--- config.mk ---
export PLATFORM = sky130hd
export DESIGN_NAME = alu_share_arbiter
export DESIGN_NICKNAME = d
export VERILOG_FILES = /design/src/rtl/alu_share_arbiter.sv
export SDC_FILE = /design/constraint.sdc
export NUM_CORES = 1
export LEC_CHECK = 0
export ABC_CLOCK_PERIOD_IN_PS = 8400
export BUFFER_PORTS_ARGS = -buffer_cell sky130_fd_sc_hd__buf_2
export CORE_MARGIN = 1
export CORE_UTILIZATION = 40
export CTS_CLUSTER_DIAMETER = 200
export DETAILED_ROUTE_END_ITERATION = 6
export GPL_TIMING_DRIVEN = 0
export PLACE_DENSITY = 0.69
export SLEW_MARGIN = 20
export SYNTH_ARGS = -nofsm -noshare
export SYNTH_HDL_FRONTEND = slang
export SYNTH_SLANG_ARGS = --single-unit
--- constraint.sdc ---
create_clock -name clk -period 8.4 [get_ports clk]
set_clock_uncertainty 0.1 [all_clocks]
set_input_delay 0.42 -clock clk [delete_from_list [all_inputs] [get_ports clk]]
set_output_delay 0.42 -clock clk [all_outputs]
set_load 0.01 [all_outputs]
--- src/rtl/alu_share_arbiter.sv ---
// Two-port round-robin front end sharing one registered ALU datapath.
// Define ALU_ARB_OPCHECK_EN to add rsp_err and force a zero result on unknown control codes.
`ifndef ALU_CONTROL_ADD
`define ALU_CONTROL_ADD 6'h01
`endif
`ifndef ALU_CONTROL_SUB
`define ALU_CONTROL_SUB 6'h02
`endif
`ifndef ALU_CONTROL_AND
`define ALU_CONTROL_AND 6'h03
`endif
`ifndef ALU_CONTROL_OR
`define ALU_CONTROL_OR 6'h04
`endif
`ifndef ALU_CONTROL_XOR
`define ALU_CONTROL_XOR 6'h05
`endif

module alu_share_arbiter #(
  parameter int unsigned RESET_PRIORITY = 0,
  parameter int unsigned CTRL_W         = 6
) (
  input  logic              clk,
  input  logic              rst_n,
  input  logic              req_valid_0,
  input  logic              req_valid_1,
  output logic              req_ready_0,
  output logic              req_ready_1,
  input  logic [31:0]       req_a_0,
  input  logic [31:0]       req_a_1,
  input  logic [31:0]       req_b_0,
  input  logic [31:0]       req_b_1,
  input  logic [CTRL_W-1:0] req_ctrl_0,
  input  logic [CTRL_W-1:0] req_ctrl_1,
  output logic              rsp_valid_0,
  output logic              rsp_valid_1,
  input  logic              rsp_ready_0,
  input  logic              rsp_ready_1,
  output logic [31:0]       rsp_result,
  output logic              rsp_zero,
  output logic              rsp_equal,
`ifdef ALU_ARB_OPCHECK_EN
  output logic              rsp_err,
`endif
  output logic              busy
);

  typedef enum logic [1:0] {StIdle, StExec, StResp} state_e;

  state_e            state_q, state_d;
  logic              rr_ptr_q, rr_ptr_d;
  logic              owner_q, owner_d;
  logic [31:0]       a_q, a_d, b_q, b_d;
  logic [CTRL_W-1:0] ctrl_q, ctrl_d;
  logic [31:0]       result_q, result_d;
  logic              zero_q, zero_d;
  logic              equal_q, equal_d;
  logic [1:0]        rsp_valid_q, rsp_valid_d;

  logic              any_valid, grant;
  logic [31:0]       alu_result, res_sel;

  assign any_valid   = req_valid_0 | req_valid_1;
  // With both requesting the pointer decides; otherwise the lone requester wins.
  assign grant       = (req_valid_0 & req_valid_1) ? rr_ptr_q : req_valid_1;
  assign req_ready_0 = (state_q == StIdle) & any_valid & ~grant;
  assign req_ready_1 = (state_q == StIdle) & any_valid & grant;

  // Shared ALU datapath; unknown codes yield zero.
  always_comb begin
    alu_result = '0;
    case (ctrl_q)
      `ALU_CONTROL_ADD: alu_result = a_q + b_q;
      `ALU_CONTROL_SUB: alu_result = a_q - b_q;
      `ALU_CONTROL_AND: alu_result = a_q & b_q;
      `ALU_CONTROL_OR:  alu_result = a_q | b_q;
      `ALU_CONTROL_XOR: alu_result = a_q ^ b_q;
      default:          alu_result = '0;
    endcase
  end

`ifdef ALU_ARB_OPCHECK_EN
  logic ctrl_legal;
  logic err_q, err_d;
  assign ctrl_legal = ctrl_q inside {`ALU_CONTROL_ADD, `ALU_CONTROL_SUB, `ALU_CONTROL_AND,
                                     `ALU_CONTROL_OR, `ALU_CONTROL_XOR};
  assign res_sel    = ctrl_legal ? alu_result : '0;
`else
  assign res_sel    = alu_result;
`endif

  always_comb begin
    state_d     = state_q;
    rr_ptr_d    = rr_ptr_q;
    owner_d     = owner_q;
    a_d         = a_q;
    b_d         = b_q;
    ctrl_d      = ctrl_q;
    result_d    = result_q;
    zero_d      = zero_q;
    equal_d     = equal_q;
    rsp_valid_d = rsp_valid_q;
`ifdef ALU_ARB_OPCHECK_EN
    err_d       = err_q;
`endif
    unique case (state_q)
      StIdle: begin
        if (any_valid) begin
          owner_d = grant;
          a_d     = grant ? req_a_1 : req_a_0;
          b_d     = grant ? req_b_1 : req_b_0;
          ctrl_d  = grant ? req_ctrl_1 : req_ctrl_0;
          state_d = StExec;
        end
      end
      StExec: begin
        result_d             = res_sel;
        zero_d               = (res_sel == '0);
        equal_d              = (a_q == b_q);
        rsp_valid_d[owner_q] = 1'b1;
`ifdef ALU_ARB_OPCHECK_EN
        err_d                = ~ctrl_legal;
`endif
        state_d              = StResp;
      end
      StResp: begin
        // Pointer moves only on completion, so back-to-back pairs strictly alternate.
        if (owner_q ? rsp_ready_1 : rsp_ready_0) begin
          rsp_valid_d = '0;
          rr_ptr_d    = ~owner_q;
          state_d     = StIdle;
        end
      end
      default: state_d = StIdle;
    endcase
  end

  always_ff @(posedge clk or negedge rst_n) begin
    if (!rst_n) begin
      state_q     <= StIdle;
      rr_ptr_q    <= 1'(RESET_PRIORITY);
      owner_q     <= 1'b0;
      a_q         <= '0;
      b_q         <= '0;
      ctrl_q      <= '0;
      result_q    <= '0;
      zero_q      <= 1'b0;
      equal_q     <= 1'b0;
      rsp_valid_q <= '0;
`ifdef ALU_ARB_OPCHECK_EN
      err_q       <= 1'b0;
`endif
    end else begin
      state_q     <= state_d;
      rr_ptr_q    <= rr_ptr_d;
      owner_q     <= owner_d;
      a_q         <= a_d;
      b_q         <= b_d;
      ctrl_q      <= ctrl_d;
      result_q    <= result_d;
      zero_q      <= zero_d;
      equal_q     <= equal_d;
      rsp_valid_q <= rsp_valid_d;
`ifdef ALU_ARB_OPCHECK_EN
      err_q       <= err_d;
`endif
    end
  end

  assign rsp_valid_0 = rsp_valid_q[0];
  assign rsp_valid_1 = rsp_valid_q[1];
  assign rsp_result  = result_q;
  assign rsp_zero    = zero_q;
  assign rsp_equal   = equal_q;
  assign busy        = (state_q != StIdle);
`ifdef ALU_ARB_OPCHECK_EN
  assign rsp_err     = err_q;
`endif

endmodule

==> out/results.tsv, run 1 <==
stage	metric	value	unit
status	status	complete, no violations	
flow_run	total of max-cap violations	0	
layout	most common cell after layout, fill and taps aside	buf_2	
sta	WHS	0.158	ns
placement	GPL Wtd Cong	1.05	
grt	global routing usage on met2	45.0	%
sta	Final setup viols	0	
clock_tree	number of CTS-inserted buffers	9	
layout	Final nets	1689	
setup_path	CP startpoint kind	flip-flop	
clock_tree	Setup Buffers After CTS	0	
setup_path	Slowest cell on crit path	clkbuf_1	
layout	area delta synth->final	17.1	%
sta	setup TNS	0	ns
grt	vias in the first global route	10000	
sta	Slew Limit Fails	0	
yosys	most area-consuming cells after synthesis	dfrtp_1, ha_1, a222oi_1	
yosys	Synth Cell Area	9920	sq um
detailed_routing	Routed Antenna Nets	0	
yosys	syn avg cell area	8.00	sq um
sta	final hold viol count	0	
clock_tree	CTS resizes	0	
sta	unrepaired setup endpoints after global routing	no	
yosys	unique cell type count in the Yosys netlist	81	
floorplan	row count	57	
setup_path	CP Max Fanout	10	
layout	share of cells above drive strength 1	16.9	%
clock_tree	H-Tree Depth	3	
pwr	leakage power	5.83	nW
setup_path	crit path buf inv count	4	
pwr	pwr dens	488	nW/um^2
layout	area occupied by multi-input gates	6200	sq um
layout	antenna cell count	0	
layout	final instance area	11600	sq um
clock_tree	CTS max path bufs	2	
floorplan	initial cell density of the core	40.8	%
grt	first-pass GRT wire length	57.9	mm
placement	DP HPWL	30.4	mm
detailed_routing	mean number of vias per cell	6.09	
floorplan	core area	24300	sq um
sta	Slew Limit Headroom	34.0	%
worst_hold_path	hold crit path type	in -> reg	
clock_tree	CTS tree	built	
detailed_routing	wire per inst	21.5	um
sta	final worst path period need	4.83	ns
sta	pin slew with the least headroom to its limit	0.990	ns
yosys	Synth Instances	1241	
detailed_routing	first-iteration detailed-routing DRC count	1628	
yosys	Primary FF master, synth	dfrtp_1	
grt	remaining global-route overflow	0	
grt	GR Util met3	6.30	%
grt	largest net degree at the start of global routing	67	
detailed_routing	first-pass detailed-route iteration total	7	
detailed_routing	Routed WL	38.0	mm
yosys	register area share after synthesis	27.7	%
detailed_routing	DRC	0	
placement	placed instance area	11300	sq um
yosys	dominant cell type by area after synthesis	dfrtp_1	
grt	GRT Resource Usage Total	29.5	%
grt	most used routing layer	met2	
sta	fin crit share	57.5	%
layout	Fill cells	2467	
detailed_routing	via count	10800	
sta	max frequency	0.207	GHz
floorplan	Die Area	25400	sq um
setup_path	Worst Setup Path Type	reg -> reg	
layout	commonest non-fill, non-tap cells in the layout	buf_2, inv_1, dfrtp_1	
pwr	IR drop worst, VDD	0.000173	V
setup_path	slowest stage delay, CP	0.80	ns
setup_path	CP arrival	5.05	ns
clock_tree	Worst-path clk slew	0.10	ns
setup_path	CP Capture Type	flip-flop	
layout	register area	2750	sq um
yosys	share of the synthesized area in the top cell type	27.7	%
setup_path	critical path's top delay family	buffers and inverters	
grt	initial antenna violation count	2	
setup_path	CP Cell Sequence	buf_2, nor2_1, nand2_1, clkbuf_1, clkbuf_1, buf_2, nor2_1, a221oi_1, nand4b_1, nor4_1, and4b_1, and3_1, a32o_2	
placement	port bufs	184	
setup_path	worst endpoint required time	8.61	ns
clock_tree	hold buffers post-CTS	1	
clock_tree	clk_lat worst skew	0.38	ns
yosys	Synth Register Bits	110	
yosys	Synth Warn #	0	
grt	GR Layer Usage met1	41.2	%
layout	final core utilization	47.8	%
floorplan	Horiz. Die Dim	159	um
floorplan	I/O pins	185	
clock_tree	CTS root buf	clkbuf_16	
clock_tree	clk sink count	110	
yosys	EDFF count, synth	0	
yosys	syn nets	1492	
yosys	Post-synth ARST share	100	%
floorplan	die height	159	um
## worst register-to-register path, stage by stage, from the launching register on
cell and delay, ns:
dfrtp_1 0.35, buf_2 0.24, nor2_1 0.11, nand2_1 0.23, clkbuf_1 0.72, clkbuf_1 0.80, buf_2 0.47, nor2_1 0.08
a221oi_1 0.59, nand4b_1 0.16, nor4_1 0.33, and4b_1 0.27, and3_1 0.15, a32o_2 0.16
## power breakdown
| group | leakage (nW) | internal, mW | switching (mW) |
|---|---|---|---|
| sequential | 1.37 | 0.771 | 0.269 |
| combinational | 4.30 | 1.45 | 2.71 |
| clock | 0.156 | 0.220 | 0.252 |
| total | 5.83 | 2.44 | 3.23 |
## flip-flops by register name, summed over array words and instances (netlist names)
register,count
rsp_zero,1
owner_q,1
b_q,32
rr_ptr_q,1
a_q,32
rsp_valid_q,2
rsp_equal,1
ctrl_q,6
rsp_result,32
state_q,2
## stage by stage
| step | setup WS (ns) | instances | power [mW] |
|---|---|---|---|
| detailed placement | 3.75 | 1750 | 5.06 |
| floorplan | 4.93 | 1241 | 3.78 |
| finish | 3.57 | 1767 | 5.67 |
| CTS | 3.71 | 1767 | 5.56 |
| global placement | 3.66 | 1749 | 5.02 |
| global route | 3.44 | 1767 | 6.10 |
## path summary, 6_finish.rpt
check	to	slack [ns]	startpoint	cells past startpoint
min in group asynchronous	a_q[0]	0.41	rst_n	2
setup / recovery	rsp_zero	3.57	ctrl_q[0]	13
setup reg to reg	rsp_zero	3.57	ctrl_q[0]	13
max in group asynchronous	rsp_result[24]	7.10	rst_n	3
hold / removal	a_q[0]	0.16	req_a_1[0]	3
hold reg to reg	rsp_result[27]	0.38	rsp_result[27]	2
## final cells by class
cell class / instances / area share (%)
timing repair buffer: 186 / 8.30
buffer: 76 / 2.91
tap: 324 / 3.49
multi-input combinational: 885 / 53.4
clock buffer: 9 / 1.94
inverter: 170 / 5.49
clock inverter: 7 / 0.807
sequential: 110 / 23.7
## synth_stat cells (12+ instances only)
cell	n
nor2b_1	14
ha_1	103
inv_1	170
a21o_1	12
o211ai_1	20
and3_1	12
a211oi_1	19
dfrtp_1	110
a21oi_1	94
o21ai_0	72
nor4_1	15
nor2_1	96
nand2_1	107
nor3_1	23
a221oi_1	15
nand4_1	12
a222oi_1	71
nand3_1	18
o21bai_1	14
clkbuf_1	56
## metal layers
layer	up-vias	part of all wire (%)
met3	81	9.4
met5	-	0.034
met4	2	2.8
li1	4956	-
met1	5167	44
met2	547	44
## logic make-up after synthesis
kind of cell    Yosys count  synth area share (%)
xor+xnor                  9                 0.794
compound gates          421                  31.2
simple gates            348                  16.8
mux                       2                 0.202
buf+inv                 246                  9.84
flops                   110                  27.7
fa+ha+maj               105                  13.4
Power figures use the tool's default switching activity.
==> inputs of run 2 (changes only) <==
- ABC_CLOCK_PERIOD_IN_PS: 8400 -> 4000
- PLACE_DENSITY: 0.69 -> 0.71
- clock period: 8.4 -> 4 ns (I/O delays scaled with it)
==> run 2 against run 1 <==
The run now ends with design-rule violations left. Critical path depth is 1 lower. Clock-buffer cell count stayed put. Largest cell class unchanged. Sequential power is 110% higher. Utilization is 7.1 points higher. Wire length is 11% higher. Worst hold slack worse by 0.15 ns. Flip-flop and latch count stayed put. Non-clock buffer count is 145 higher. Maximum frequency is 23% higher. Critical path type unchanged. Die area stayed put. First-iteration DRC count is 2.0% lower.
==> out/results.tsv, run 2 (synthesis gave the netlist of run 1 again) <==
stage	metric	value	unit
setup_path	Slowest cell on crit path	and2_0	
layout	commonest non-fill, non-tap cells in the layout	buf_2, inv_1, dlygate4sd3_1	
status	violated checks	design-rule violations	
placement	GPL Wtd Cong	1.02	
pwr	total design power	13.3	mW
pwr	pwr dens	994	nW/um^2
floorplan	Horiz. Die Dim	159	um
setup_path	CP Max Fanout	10	
pwr	sequential cell fraction of total power	16.6	%
clock_tree	clk_lat worst skew	0.38	ns
detailed_routing	wire per inst	22.0	um
pwr	sw power	7.28	mW
setup_path	CP Capture Type	flip-flop	
detailed_routing	first-pass detailed-route iteration total	7	
layout	area occupied by multi-input gates	6460	sq um
floorplan	Die Area	25400	sq um
setup_path	FF-to-FF path depth	12	
layout	register area	2760	sq um
setup_path	reg2reg start	ctrl_q[0]	
sta	fin crit share	97.9	%
setup_path	worst endpoint required time	4.16	ns
layout	area delta synth->final	34.5	%
sta	Slew Limit Fails	0	
pwr	Clk pwr share	7.5	%
detailed_routing	via count	11600	
status	status	complete, but fails checks	
sta	Slew Limit Headroom	26.5	%
clock_tree	Worst-path clk slew	0.09	ns
grt	largest net degree at the start of global routing	57	
detailed_routing	mean number of vias per cell	6.08	
setup_path	R2R setup slack	0.08	ns
detailed_routing	Routed Antenna Nets	0	
clock_tree	CTS root buf	clkbuf_16	
layout	final instance area	13300	sq um
flow_run	total of max-cap violations	0	
detailed_routing	Routed WL	42.0	mm
floorplan	die height	159	um
floorplan	I/O pins	185	
clock_tree	CTS max path bufs	2	
grt	remaining global-route overflow	0	
grt	vias in the first global route	11300	
sta	final hold viol count	0	
sta	Final setup viols	0	
sta	final worst path period need	3.92	ns
clock_tree	number of CTS-inserted buffers	9	
setup_path	CP arrival	4.08	ns
grt	initial antenna violation count	2	
clock_tree	H-Tree Depth	3	
pwr	switch share	54.9	%
layout	most common cell after layout, fill and taps aside	buf_2	
pwr	leakage power	6.47	nW
sta	pin slew with the least headroom to its limit	1.10	ns
setup_path	Worst Setup Path Type	reg -> reg	
layout	share of cells above drive strength 1	19.0	%
placement	port bufs	184	
sta	max frequency	0.255	GHz
grt	GRT Resource Usage Total	32.9	%
placement	DP HPWL	30.8	mm
pwr	P_int	5.98	mW
layout	final core utilization	54.9	%
floorplan	initial cell density of the core	40.8	%
setup_path	R2R Path End	rsp_zero	
setup_path	critical path's top delay family	simple AND/OR/NAND/NOR gates	
setup_path	crit path buf inv count	2	
floorplan	row count	57	
detailed_routing	DRC	35	
worst_hold_path	hold crit path type	in -> reg	
layout	Final nets	1834	
grt	first-pass GRT wire length	64.4	mm
setup_path	CP Cell Sequence	buf_2, nor2b_1, and2_0, clkbuf_2, a221oi_1, o211a_1, o41ai_1, a21oi_2, o211ai_1, and4b_1, and3_1, a32o_2	
pwr	combinational power share	76.0	%
clock_tree	CTS tree	built	
setup_path	slowest stage delay, CP	0.60	ns
sta	WHS	0.00633	ns
layout	Fill cells	2293	
placement	placed instance area	11300	sq um
detailed_routing	first-iteration detailed-routing DRC count	1595	
clock_tree	clk sink count	110	
floorplan	core area	24300	sq um
sta	setup TNS	0	ns
pwr	IR drop worst, VDD	0.000376	V
worst_hold_path	hold depth	4	
setup_path	CP startpoint kind	flip-flop	
worst_hold_path	Min-Delay Endpoint	rr_ptr_q	
worst_hold_path	worst min-delay path startpoint	rsp_ready_1	
run 2: cell types whose count changed in the layout (fill, tap and decap cells not counted), sizes merged:
cell	previous run	this run
buf	204	211
clkinv	2	3
inv	175	174
diode	0	1
clkbuf	66	64
dlygate4sd3	1	141
run 2: timing repair:
action,in CTS,in global routing
hold endpoints to repair,124,0
setup endpoints to repair,5,4
pin swaps,3,8
buffers inserted,4,3
gates resized for setup,26,55
hold buffers,141,0
cloned,0,0
run 2: layout make-up:
class,instances,area share (%)
multi-input cells,885,48.4
clock buffers,9,1.69
flip-flops and latches,110,20.6
inverters,170,4.78
repair buffers,333,18.1
plain buffers,74,2.60
well taps,324,3.04
clock inverters,7,0.722
diodes,1,0.0187
run 2: worst max-delay path by stage:
stage / startpoint / end / slack [ns] / depth (start not counted)
4_1_cts: a_q[20] / rsp_zero / 0.003 / 13
5_1_grt: b_q[1] / rsp_zero / -0.004 / 13
3_3_place_gp: ctrl_q[0] / rsp_zero / -0.61 / 13
2_1_floorplan: b_q[0] / rsp_zero / 0.53 / 13
6_report: ctrl_q[0] / rsp_zero / 0.08 / 12
3_5_place_dp: ctrl_q[0] / rsp_zero / -0.60 / 13
run 2: metrics by stage:
step / worst slack [ns] / std cells
2_1_floorplan: 0.530 / 1241
3_5_place_dp: -0.601 / 1750
3_3_place_gp: -0.613 / 1749
6_report: 0.0845 / 1913
5_1_grt: -0.00398 / 1912
4_1_cts: 0.00314 / 1910
run 2: metal layers:
metal / share of wire (%) / vias up / global-route usage (%)
li1: - / 5235 / -
met1: 42 / 5613 / 42.7
met2: 45 / 656 / 51.8
met3: 9.2 / 129 / 7.74
met4: 4.0 / 2 / 14.7
met5: 0.031 / - / 0
run 2: power groups by stage:
stage	clock (mW)	combinational (mW)	sequential, mW
floorplan	0	5.88	2.07
global placement	0	8.41	2.17
detailed placement	0	8.43	2.20
CTS	1.01	9.39	2.18
global route	1.04	10.9	2.26
finish	0.990	10.1	2.20
run 2: worst reg2reg max path, stage by stage (launching register included):
cell,delay [ns]
dfrtp_1,0.35
buf_2,0.25
nor2b_1,0.57
and2_0,0.60
clkbuf_2,0.51
a221oi_1,0.21
o211a_1,0.18
o41ai_1,0.08
a21oi_2,0.14
o211ai_1,0.19
and4b_1,0.21
and3_1,0.16
a32o_2,0.25
==> inputs of run 3 (changes only) <==
- SETUP_SLACK_MARGIN: not set -> 0.4
==> run 3 against run 2 <==
The flow now finishes without violations. Die area did not move. Clock-buffer cell count unchanged. Final cell count is 1.6% higher. Combinational power rose by 6%. Design area is 3.1% higher. Power is 4.8% higher. Sequential power hardly changed. Via count up 1.3%. Non-clock buffer count up 29. Critical path type unchanged. Maximum frequency increased by 3.6%.
==> out/results.tsv, run 3 (synthesis gave the netlist of run 1 again) <==
stage	metric	value	unit
layout	non-filler cells, final	1943	
sta	unrepaired setup endpoints after global routing	yes	
layout	final instance area	13800	sq um
layout	Final nets	1863	
detailed_routing	Routed WL	42.5	mm
placement	placed instance area	11300	sq um
pwr	total design power	13.9	mW
setup_path	Slowest cell on crit path	nor4_1	
pwr	IR drop worst, VDD	0.000380	V
clock_tree	CTS max path bufs	2	
grt	GR Layer Usage met1	42.6	%
grt	first-pass GRT wire length	64.9	mm
floorplan	row count	57	
grt	most used routing layer	met2	
pwr	P_int	6.38	mW
grt	global routing usage on met2	52.1	%
floorplan	Horiz. Die Dim	159	um
detailed_routing	mean number of vias per cell	6.06	
sta	Slew Limit Fails	0	
setup_path	critical path's top delay family	simple AND/OR/NAND/NOR gates	
detailed_routing	wire per inst	21.9	um
layout	area delta synth->final	38.6	%
sta	final hold viol count	0	
layout	commonest non-fill, non-tap cells in the layout	buf_2, inv_1, dlygate4sd3_1	
setup_path	CP Max Fanout	10	
sta	fin crit share	94.5	%
clock_tree	Worst-path clk slew	0.09	ns
detailed_routing	first-pass detailed-route iteration total	6	
pwr	sw power	7.52	mW
setup_path	worst endpoint required time	4.21	ns
setup_path	CP Cell Sequence	inv_1, ha_1, clkbuf_1, nor4_1, or3_1, o32a_1, o41ai_1, or4b_1, nand2_2, and4b_1, and3_1, a32o_2	
placement	GPL Wtd Cong	1.02	
grt	GR Util met3	7.97	%
floorplan	core area	24300	sq um
clock_tree	H-Tree Depth	3	
layout	share of cells above drive strength 1	23.1	%
setup_path	CP arrival	3.99	ns
sta	WHS	0.00656	ns
clock_tree	clk sink count	110	
placement	DP HPWL	30.8	mm
floorplan	Die Area	25400	sq um
status	status	complete, no violations	
clock_tree	number of CTS-inserted buffers	9	
floorplan	I/O pins	185	
floorplan	die height	159	um
grt	vias in the first global route	11400	
sta	max frequency	0.265	GHz
setup_path	CP startpoint kind	flip-flop	
grt	remaining global-route overflow	0	
clock_tree	CTS tree	built	
setup_path	Crit. Startpoint	a_q[22]	
worst_hold_path	worst min-delay path startpoint	rsp_ready_1	
setup_path	crit path buf inv count	2	
sta	final worst path period need	3.78	ns
detailed_routing	via count	11800	
worst_hold_path	hold crit path type	in -> reg	
pwr	leakage power	6.65	nW
pwr	combinational power share	77.0	%
pwr	pwr dens	1010	nW/um^2
pwr	switch share	54.1	%
setup_path	CP Capture Type	flip-flop	
floorplan	initial cell density of the core	40.8	%
clock_tree	clk_lat worst skew	0.38	ns
detailed_routing	first-iteration detailed-routing DRC count	1613	
detailed_routing	DRC	0	
setup_path	reg2reg start	a_q[22]	
setup_path	Worst Setup Path Type	reg -> reg	
sta	Final setup viols	0	
placement	worst slack, placed	-0.601	ns
pwr	sequential cell fraction of total power	15.8	%
pwr	Clk pwr share	7.1	%
layout	most common cell after layout, fill and taps aside	buf_2	
placement	DP Cell Count	1750	
flow_run	total of max-cap violations	0	
sta	pin slew with the least headroom to its limit	1.09	ns
sta	Slew Limit Headroom	26.4	%
clock_tree	CTS root buf	clkbuf_16	
grt	initial antenna violation count	3	
grt	GRT Resource Usage Total	33.1	%
detailed_routing	Routed Antenna Nets	0	
grt	largest net degree at the start of global routing	57	
placement	port bufs	184	
setup_path	slowest stage delay, CP	0.97	ns
sta	final worst slack	0.221	ns
[run 3: metrics by stage]
| stage | setup TNS [ns] | util, % |
|---|---|---|
| after detailed placement | -1.21 | 46.4 |
| final | 0 | 56.6 |
| after CTS | 0 | 55.1 |
| after floorplan | 0 | - |
| after global routing | 0 | 56.5 |
| after global placement | -1.34 | 46.3 |
[run 3: cell type report]
class	count	area [sq um]
clock inverters	7	96.3
inverters	170	642
plain buffers	76	380
flip-flops and latches	110	2760
multi-input cells	885	6620
fillers	2254	10600
clock buffers	9	225
diodes	2	5.00
repair buffers	360	2620
well taps	324	405
[run 3: repair_timing]
item                                    4_1_cts  5_1_grt
buffers inserted                             16       18
endpoints found under the setup margin       11        6
pin swaps                                    15       30
resized for setup                            75       69
hold buffers                                141        0
endpoints found under the hold margin       124        0
[run 3: routing by layer]
layer  wire (um)  vias up
li1            -     5301
met5          13        -
met3        4010      124
met4        1670        2
met2       19100      681
met1       17700     5676
[run 3: power groups by stage]
stage | Clock (mW) | Combinational [mW] | Sequential [mW]
after global placement | 0 | 8.41 | 2.17
after floorplan | 0 | 5.88 | 2.07
after detailed placement | 0 | 8.43 | 2.20
after CTS | 1.01 | 9.81 | 2.19
final | 0.992 | 10.7 | 2.20
after global routing | 1.04 | 11.6 | 2.27
[run 3: worst paths after layout]
kind,slack (ns),end,cells past startpoint
max in group asynchronous,2.88,rsp_result[20],3
max,0.22,rsp_zero,12
min,0.007,rr_ptr_q,4
min reg2reg,0.37,rsp_result[15],2
min in group asynchronous,0.23,a_q[1],2
max reg2reg,0.22,rsp_zero,12
[run 3: tightest hold or removal path: cells and delay by family]
family / cells / cell delay [ns]
compound gates: 1 / 0.07
simple gates: 2 / 0.09
buf+inv: 1 / 0.08
